### config.mk
export PLATFORM = sky130hd
export DESIGN_NAME = mem_req_arbiter
export DESIGN_NICKNAME = d
export VERILOG_FILES = /design/src/rtl/mem_req_arbiter.sv
export SDC_FILE = /design/constraint.sdc
export NUM_CORES = 1
export LEC_CHECK = 0
export BUFFER_PORTS_ARGS = -buffer_cell sky130_fd_sc_hd__buf_2
export CAP_MARGIN = 0
export CORE_MARGIN = 2
export CORE_UTILIZATION = 48
export DETAILED_ROUTE_END_ITERATION = 10
export PLACE_DENSITY = 0.83
export SETUP_SLACK_MARGIN = 0.5
export SLEW_MARGIN = 20
export SYNTH_ARGS = -nofsm -noshare
export SYNTH_HDL_FRONTEND = slang
export SYNTH_SLANG_ARGS = --single-unit
### constraint.sdc
create_clock -name clk -period 3.52 [get_ports clk]
set_clock_uncertainty 0.15 [all_clocks]
set_input_delay 0.176 -clock clk [delete_from_list [all_inputs] [get_ports clk]]
set_output_delay 0.176 -clock clk [all_outputs]
set_load 0.01 [all_outputs]
### src/rtl/mem_req_arbiter.sv
// Two-port round-robin arbiter that serialises requests onto a single memory controller.
// Optional WAIT watchdog enabled by defining MEM_ARB_TIMEOUT_EN.
module mem_req_arbiter #(
   parameter int ADDR_WIDTH_EXT = 20,
   parameter int DATA_WIDTH     = 8,
   parameter int TIMEOUT_CYCLES = 255
) (
   input  logic                      clk,
   input  logic                      reset,
   input  logic                      m0_req,
   input  logic                      m0_we,
   input  logic [ADDR_WIDTH_EXT-1:0] m0_addr,
   input  logic [DATA_WIDTH-1:0]     m0_wdata,
   output logic                      m0_ack,
   output logic                      m0_err,
   output logic [DATA_WIDTH-1:0]     m0_rdata,
   input  logic                      m1_req,
   input  logic                      m1_we,
   input  logic [ADDR_WIDTH_EXT-1:0] m1_addr,
   input  logic [DATA_WIDTH-1:0]     m1_wdata,
   output logic                      m1_ack,
   output logic                      m1_err,
   output logic [DATA_WIDTH-1:0]     m1_rdata,
   output logic                      mc_we,
   output logic                      mc_re,
   output logic [ADDR_WIDTH_EXT-1:0] mc_addr,
   output logic [DATA_WIDTH-1:0]     mc_data_in,
   input  logic [DATA_WIDTH-1:0]     mc_data_out,
   input  logic                      mc_busy,
   input  logic                      mc_done,
   output logic                      arb_busy
);

   localparam logic [1:0] ST_IDLE  = 2'd0;
   localparam logic [1:0] ST_ISSUE = 2'd1;
   localparam logic [1:0] ST_WAIT  = 2'd2;
   localparam logic [1:0] ST_RESP  = 2'd3;

   if (TIMEOUT_CYCLES < 1 || TIMEOUT_CYCLES > 255) begin : g_bad_timeout
      $error("TIMEOUT_CYCLES must lie in 1..255");
   end

   logic [1:0]                state_q, state_d;
   logic                      last_q, last_d;
   logic                      win_q, win_d;
   logic                      we_q, we_d;
   logic [ADDR_WIDTH_EXT-1:0] addr_q, addr_d;
   logic [DATA_WIDTH-1:0]     wdata_q, wdata_d;
   logic [DATA_WIDTH-1:0]     rdata0_q, rdata0_d;
   logic [DATA_WIDTH-1:0]     rdata1_q, rdata1_d;
   logic                      grant1;

`ifdef MEM_ARB_TIMEOUT_EN
   localparam logic [7:0] WDOG_LIMIT = 8'(TIMEOUT_CYCLES);
   logic       err_q, err_d;
   logic [7:0] wdog_q, wdog_d;
`endif

   // With both ports requesting, the one not granted last wins.
   assign grant1 = (m0_req && m1_req) ? ~last_q : m1_req;

   always_comb begin
      state_d  = state_q;
      last_d   = last_q;
      win_d    = win_q;
      we_d     = we_q;
      addr_d   = addr_q;
      wdata_d  = wdata_q;
      rdata0_d = rdata0_q;
      rdata1_d = rdata1_q;
`ifdef MEM_ARB_TIMEOUT_EN
      err_d    = err_q;
      wdog_d   = wdog_q;
`endif
      case (state_q)
         ST_IDLE: begin
            if ((m0_req || m1_req) && !mc_busy) begin
               win_d   = grant1;
               we_d    = grant1 ? m1_we    : m0_we;
               addr_d  = grant1 ? m1_addr  : m0_addr;
               wdata_d = grant1 ? m1_wdata : m0_wdata;
               state_d = ST_ISSUE;
            end
         end
         ST_ISSUE: begin
`ifdef MEM_ARB_TIMEOUT_EN
            wdog_d  = 8'd0;
`endif
            state_d = ST_WAIT;
         end
         ST_WAIT: begin
            if (mc_done) begin
               if (!we_q) begin
                  if (win_q) rdata1_d = mc_data_out;
                  else       rdata0_d = mc_data_out;
               end
`ifdef MEM_ARB_TIMEOUT_EN
               err_d   = 1'b0;
`endif
               state_d = ST_RESP;
            end
`ifdef MEM_ARB_TIMEOUT_EN
            else begin
               wdog_d = wdog_q + 8'd1;
               if (wdog_d == WDOG_LIMIT) begin
                  err_d = 1'b1;
                  if (win_q) rdata1_d = '0;
                  else       rdata0_d = '0;
                  state_d = ST_RESP;
               end
            end
`endif
         end
         ST_RESP: begin
            last_d  = win_q;
            state_d = ST_IDLE;
         end
         default: state_d = ST_IDLE;
      endcase
   end

   always_ff @(posedge clk) begin
      if (reset) begin
         state_q  <= ST_IDLE;
         last_q   <= 1'b1;
         win_q    <= 1'b0;
         we_q     <= 1'b0;
         addr_q   <= '0;
         wdata_q  <= '0;
         rdata0_q <= '0;
         rdata1_q <= '0;
`ifdef MEM_ARB_TIMEOUT_EN
         err_q    <= 1'b0;
         wdog_q   <= 8'd0;
`endif
      end else begin
         state_q  <= state_d;
         last_q   <= last_d;
         win_q    <= win_d;
         we_q     <= we_d;
         addr_q   <= addr_d;
         wdata_q  <= wdata_d;
         rdata0_q <= rdata0_d;
         rdata1_q <= rdata1_d;
`ifdef MEM_ARB_TIMEOUT_EN
         err_q    <= err_d;
         wdog_q   <= wdog_d;
`endif
      end
   end

   assign mc_we      = (state_q == ST_ISSUE) &&  we_q;
   assign mc_re      = (state_q == ST_ISSUE) && !we_q;
   assign mc_addr    = addr_q;
   assign mc_data_in = wdata_q;
   assign m0_ack     = (state_q == ST_RESP) && !win_q;
   assign m1_ack     = (state_q == ST_RESP) &&  win_q;
   assign m0_rdata   = rdata0_q;
   assign m1_rdata   = rdata1_q;
   assign arb_busy   = (state_q != ST_IDLE);

`ifdef MEM_ARB_TIMEOUT_EN
   assign m0_err = m0_ack && err_q;
   assign m1_err = m1_ack && err_q;
`else
   assign m0_err = 1'b0;
   assign m1_err = 1'b0;
`endif

endmodule

; ---- Yosys cells after proc, flatten, opt, wreduce, memory -nomap -nowiden
; Cells that the tools add are included.
[word_totals]
in_bits = 72
output_inout_bits = 51
regBits = 49
latchBits = 0
ramBits = 0
mem_count = 0
romBits = 0
[op_classes]
reduce_logical = 16
mux = 7
n_shift = 0
bitwise = 3
magnitude_cmp = 0
mul = 0
div_mod_pow = 0
addsub = 0
n_eq_ne = 5
[ops]
columns = cell, count
row1 = $mux 20, 1
row2 = $mux 8, 1
row3 = $pmux 2 s4, 1
row4 = $reduce_and 4->1, 2
row5 = $logic_and 1x1->1, 6
row6 = $eq 2x2->1 const B, 2
row7 = $mux 2, 2
row8 = $ne 2x2->1 const B, 2
row9 = $reduce_and 2->1, 2
row10 = $logic_not 1->1, 3
row11 = $not 1->1, 3
row12 = $eq 2x1->1 const B, 1
row13 = $logic_not 2->1, 1
row14 = $mux 1, 2
row15 = $reduce_bool 2->1, 1
row16 = $logic_or 1x1->1, 1

; ---- Logic depth before layout (Yosys ltp)
[depth]
word_depth = 4
mapped_depth = 7
mapped_depth_nobuf = 5

; ---- Worst setup path before layout
; No wires, ideal clock.
[synth_path]
path_type = register -> register
start = reg state_q[0]
end = reg addr_q[10] (netlist: mc_addr[10])
period_less_slack_ns = 1.557
t_arrival_ns = 1.315
setup_slack_ns = 1.963
setup_time_ns = 0.091
required_ns = 3.279
n_path_buf = 2
path_stages_with_launch = 8
path_cell_list = dfxtp_1 > inv_1 > ha_1 > inv_1 > nor2_1 > buf_6 > buf_6 > a311oi_1
[synth_between]
elab_chain_len = 2
[synth_lines]
columns = item, line_no
row1 = "start, declared", 43  ; logic [1:0] state_q, state_d;
row2 = "start signal, assigned", 137  ; state_q <= state_d;
row3 = $logic_not 2->1, 75  ; case (state_q)
row4 = $reduce_and 2->1 (no line), -
row5 = "end signal, assigned", 141  ; addr_q <= addr_d;
row6 = "end, declared", 47  ; logic [ADDR_WIDTH_EXT-1:0] addr_q, addr_d;
; No other way between the ends.
; A chain may end at the register's enable or synchronous reset.

; ---- Worst setup path in the final report
[layout_path]
start = reg state_q[1]
end = reg addr_q[1] (netlist: mc_addr[1])
; The elaborated chain is that of the path after synthesis.

==> out/qor.csv <==
stage,metric,value,unit
final_layout,num_antenna_cells,0,
worst_setup_path,worst_r2r_path_depth,8,
routing,drt_first_pass_iters,4,
job,maxCapViolCount,0,
yosys,yosysTopAreaCell,dfxtp_1,
clocking,clk_latency,0.30,ns
power,p_clk_frac,0.225,
global_routing,grt_max_degree,51,
worst_setup_path,cp.arrival,2.81,ns
timing,period_needed,2.78,ns
hold_path,hold_depth,3,
routing,wire_per_inst,14.7,um
placement,io_buffers,120,
yosys,ys.flop_type,dfxtp_1,
global_routing,grt_pass1_vias,2600,
final_layout,regArea,981,sq um
clocking,cts.htree.levels,2,
routing,routed_wl,7070,um
power,p_sw_frac,0.350,
power,total_power,2.09,mW
clocking,cts_tree,done,
clocking,root_buffer,clkbuf_8,
yosys,synth_common_cells,"nand2_1, dfxtp_1, a21oi_1, a311oi_1, nor2_1",
floorplanning,die_h,72.2,um
floorplanning,num_io_pins,123,
routing,drc_errors,0,
hold_path,hold_class,input port to flop,
power,power_density,593,mW/mm^2
yosys,synth_top_area_frac,0.440,
yosys,syn_area_per_cell,8.51,sq um
floorplanning,core,0.00441,sq mm
hold_path,min_to,mc_addr[11]$_SDFFE_PP0P_,
timing,hold_ws,0.00901,ns
power,p_leak,1.66,nW
global_routing,track_usage,0.269,
worst_setup_path,critPathRequiredTime,3.56,ns
placement,place.detailed.hpwl,4170,um
final_layout,areaGrowthSynthToFinish,57.9,%
timing,fin_crit_sh,0.789,
timing,fmax,360,MHz
yosys,syn_area,0.00223,sq mm
global_routing,grt_use_met2,0.508,
yosys,ys_ff_latch,49,
routing,ant_nets,0,
hold_path,hold_start,m1_addr[11],
clocking,clk_pin_slew,0.09,ns
clocking,clk_path_buf_depth,2,
floorplanning,start_util,0.505,
timing,rsz0062_at_grt,false,
global_routing,top_usage_layer,met2,
worst_setup_path,cp-start-kind,flop,
yosys,synth_cell_types,29,
run_status,outcome,"finished, final reports clean",
clocking,cts-buffers-inserted,5,
global_routing,gr-usage-met1,0.293,
global_routing,antenna_found_initial,0,
yosys,synth_area_leaders,"dfxtp_1, nand2_1, a311oi_1",
power,pwr-share-comb,0.421,
floorplanning,die_area,0.00521,sq mm
yosys,synth-edff-count,0,
timing,hold_viol,0,
routing,vias_per_cell,5.38,
power,p_int,1.36,mW
floorplanning,die_w,72.2,um
worst_setup_path,crit_path_end_kind,flop,
power,seq_power_share,0.354,
final_layout,fillCellCount,296,
clocking,postCtsSetupBuffers,0,
yosys,yosysSeqAreaShare,0.440,
timing,finalSetupTns,0,ns
timing,maxSlewViolCount,0,
worst_setup_path,max_stage_delay,0.63,ns
power,peakVddDrop,0.000342,V
final_layout,drive_gt1_frac,0.328,
yosys,ys.warnings.count,0,
final_layout,nets,506,
yosys,synth.most_common_cell,nand2_1,
yosys,netlist_instances,262,
worst_setup_path,reg2reg_to,mc_addr[1]$_SDFFE_PP0P_,
worst_setup_path,r2r_setup_slack,0.74,ns
timing,maxSlewHeadroom,0.358,
timing,tightest_slew,0.963,ns
global_routing,grt_pass1_wl,11200,um
yosys,async_flop_share,0,
routing,vias,2594,
clocking,cts_sinks,49,
timing,setup-violations-final,0,
worst_setup_path,crit_type,flop to flop,
worst_setup_path,reg2reg_from,state_q[1]$_SDFFE_PP0P_,
floorplanning,rows,24,
routing,drt_iter0_markers,140,
global_routing,use_met3,0.0375,
worst_setup_path,cp_max_fo,32,
power,p_sw,732,uW
global_routing,grt-ovfl-total,0,
worst_setup_path,crit_chain,inv_1 > ha_1 > buf_4 > inv_1 > nor2_4 > buf_4 > a311oi_1 > dlygate4sd3_1,
final_layout,multi_input_area,0.00110,sq mm
placement,gp_routability_congestion,0.728,
worst_setup_path,cp_slowest_cell,dlygate4sd3_1,
[timing repair]
item | CTS | global route
resized for setup | 0 | 1
hold buffers | 60 | 0
endpoints found under the setup margin | 0 | 16
hold endpoints to repair | 42 | 0
[registers in the layout, summed over array words and instances (netlist names)]
signal and count:
win_q 1, state_q 2, we_q 1, m1_rdata 8, mc_data_in 8, last_q 1, m0_rdata 8, mc_addr 20
[power groups by stage]
stage	registers (mW)	logic, mW	clock network (mW)
2_1_floorplan	0.781	0.450	0
3_3_place_gp	0.742	0.697	0
3_5_place_dp	0.746	0.718	0
4_1_cts	0.733	0.853	0.476
5_1_grt	0.752	0.966	0.491
6_report	0.740	0.880	0.469
[through the flow]
step	utilization	std cells	instance area (sq um)	setup slack (ns)
final	0.798	482	3520	0.744
after global routing	0.798	482	3520	0.602
after CTS	0.797	482	3520	0.673
after detailed placement	0.630	414	2780	1.24
after global placement	0.630	414	2780	1.30
after floorplan	-	263	2230	1.96
[worst max-delay path by stage]
stage | from | end | cells after the start
2_1_floorplan | state_q[0]$_SDFFE_PP0P_ | mc_addr[10]$_SDFFE_PP0P_ | 7
3_3_place_gp | state_q[0]$_SDFFE_PP0P_ | mc_addr[9]$_SDFFE_PP0P_ | 7
3_5_place_dp | state_q[0]$_SDFFE_PP0P_ | mc_addr[19]$_SDFFE_PP0P_ | 7
4_1_cts | state_q[1]$_SDFFE_PP0P_ | mc_addr[19]$_SDFFE_PP0P_ | 8
5_1_grt | state_q[0]$_SDFFE_PP0P_ | mc_data_in[5]$_SDFFE_PP0P_ | 8
6_report | state_q[1]$_SDFFE_PP0P_ | mc_addr[1]$_SDFFE_PP0P_ | 8
[cells by family (layout without fill, tap and decap cells)]
family	Yosys count	in the layout	synth area share
flip-flops	49	49	0.440
buffers and inverters	29	196	0.0723
AO/OA/AOI/OAI	76	76	0.246
multiplexers	9	9	0.0404
adder cells (fa/ha/maj)	5	5	0.0280
AND/OR/NAND/NOR	93	93	0.172
other	1	2	0.00168
[layout by cell type (no fill, tap or decap)]
master / Yosys / layout
buf_2: 9 / 120
nand2_1: 74 / 74
dlygate4sd3_1: 0 / 60
dfxtp_1: 49 / 49
a21oi_1: 38 / 38
a311oi_1: 24 / 24
nor2_1: 10 / 9
mux2i_1: 9 / 9
inv_1: 5 / 5
a311oi_2: 5 / 5
ha_1: 5 / 5
clkbuf_8: 0 / 5
buf_4: 3 / 3
and2_1: 2 / 2
a211oi_1: 2 / 2
nand2b_1: 2 / 2
conb_1: 1 / 2
bufinv_16: 0 / 2
nor2b_1: 1 / 1
and4bb_2: 1 / 1
o21ba_2: 1 / 1
o22ai_1: 1 / 1
o21bai_1: 1 / 1
nor2_4: 0 / 1
a21bo_2: 1 / 1
a21boi_2: 1 / 1
and4b_1: 1 / 1
nand4b_1: 1 / 1
a211o_1: 1 / 1
nand3_1: 1 / 1
o21ai_0: 1 / 1
clkinv_2: 0 / 1
[layer usage]
metal	share of wire	wire (um)
met1	0.38	2660
met3	0.060	422
met5	0	0
met4	0.025	180
met2	0.54	3810
[final cells by class]
class / instances / area share
clock buffer: 5 / 0.0195
clock inverter: 3 / 0.0185
inverter: 5 / 0.00533
multi-input combinational: 185 / 0.312
sequential: 49 / 0.279
tap: 52 / 0.0185
timing repair buffer: 183 / 0.347
[critical path, delay by kind of cell (launching register included)]
kind                     cells  cell delay [ns]
buffers and inverters        5             1.56
flip-flops                   1             0.35
AND/OR/NAND/NOR              1             0.30
adder cells (fa/ha/maj)      1             0.15
AO/OA/AOI/OAI                1             0.13
Note: power is estimated with default switching activity, not from simulation.
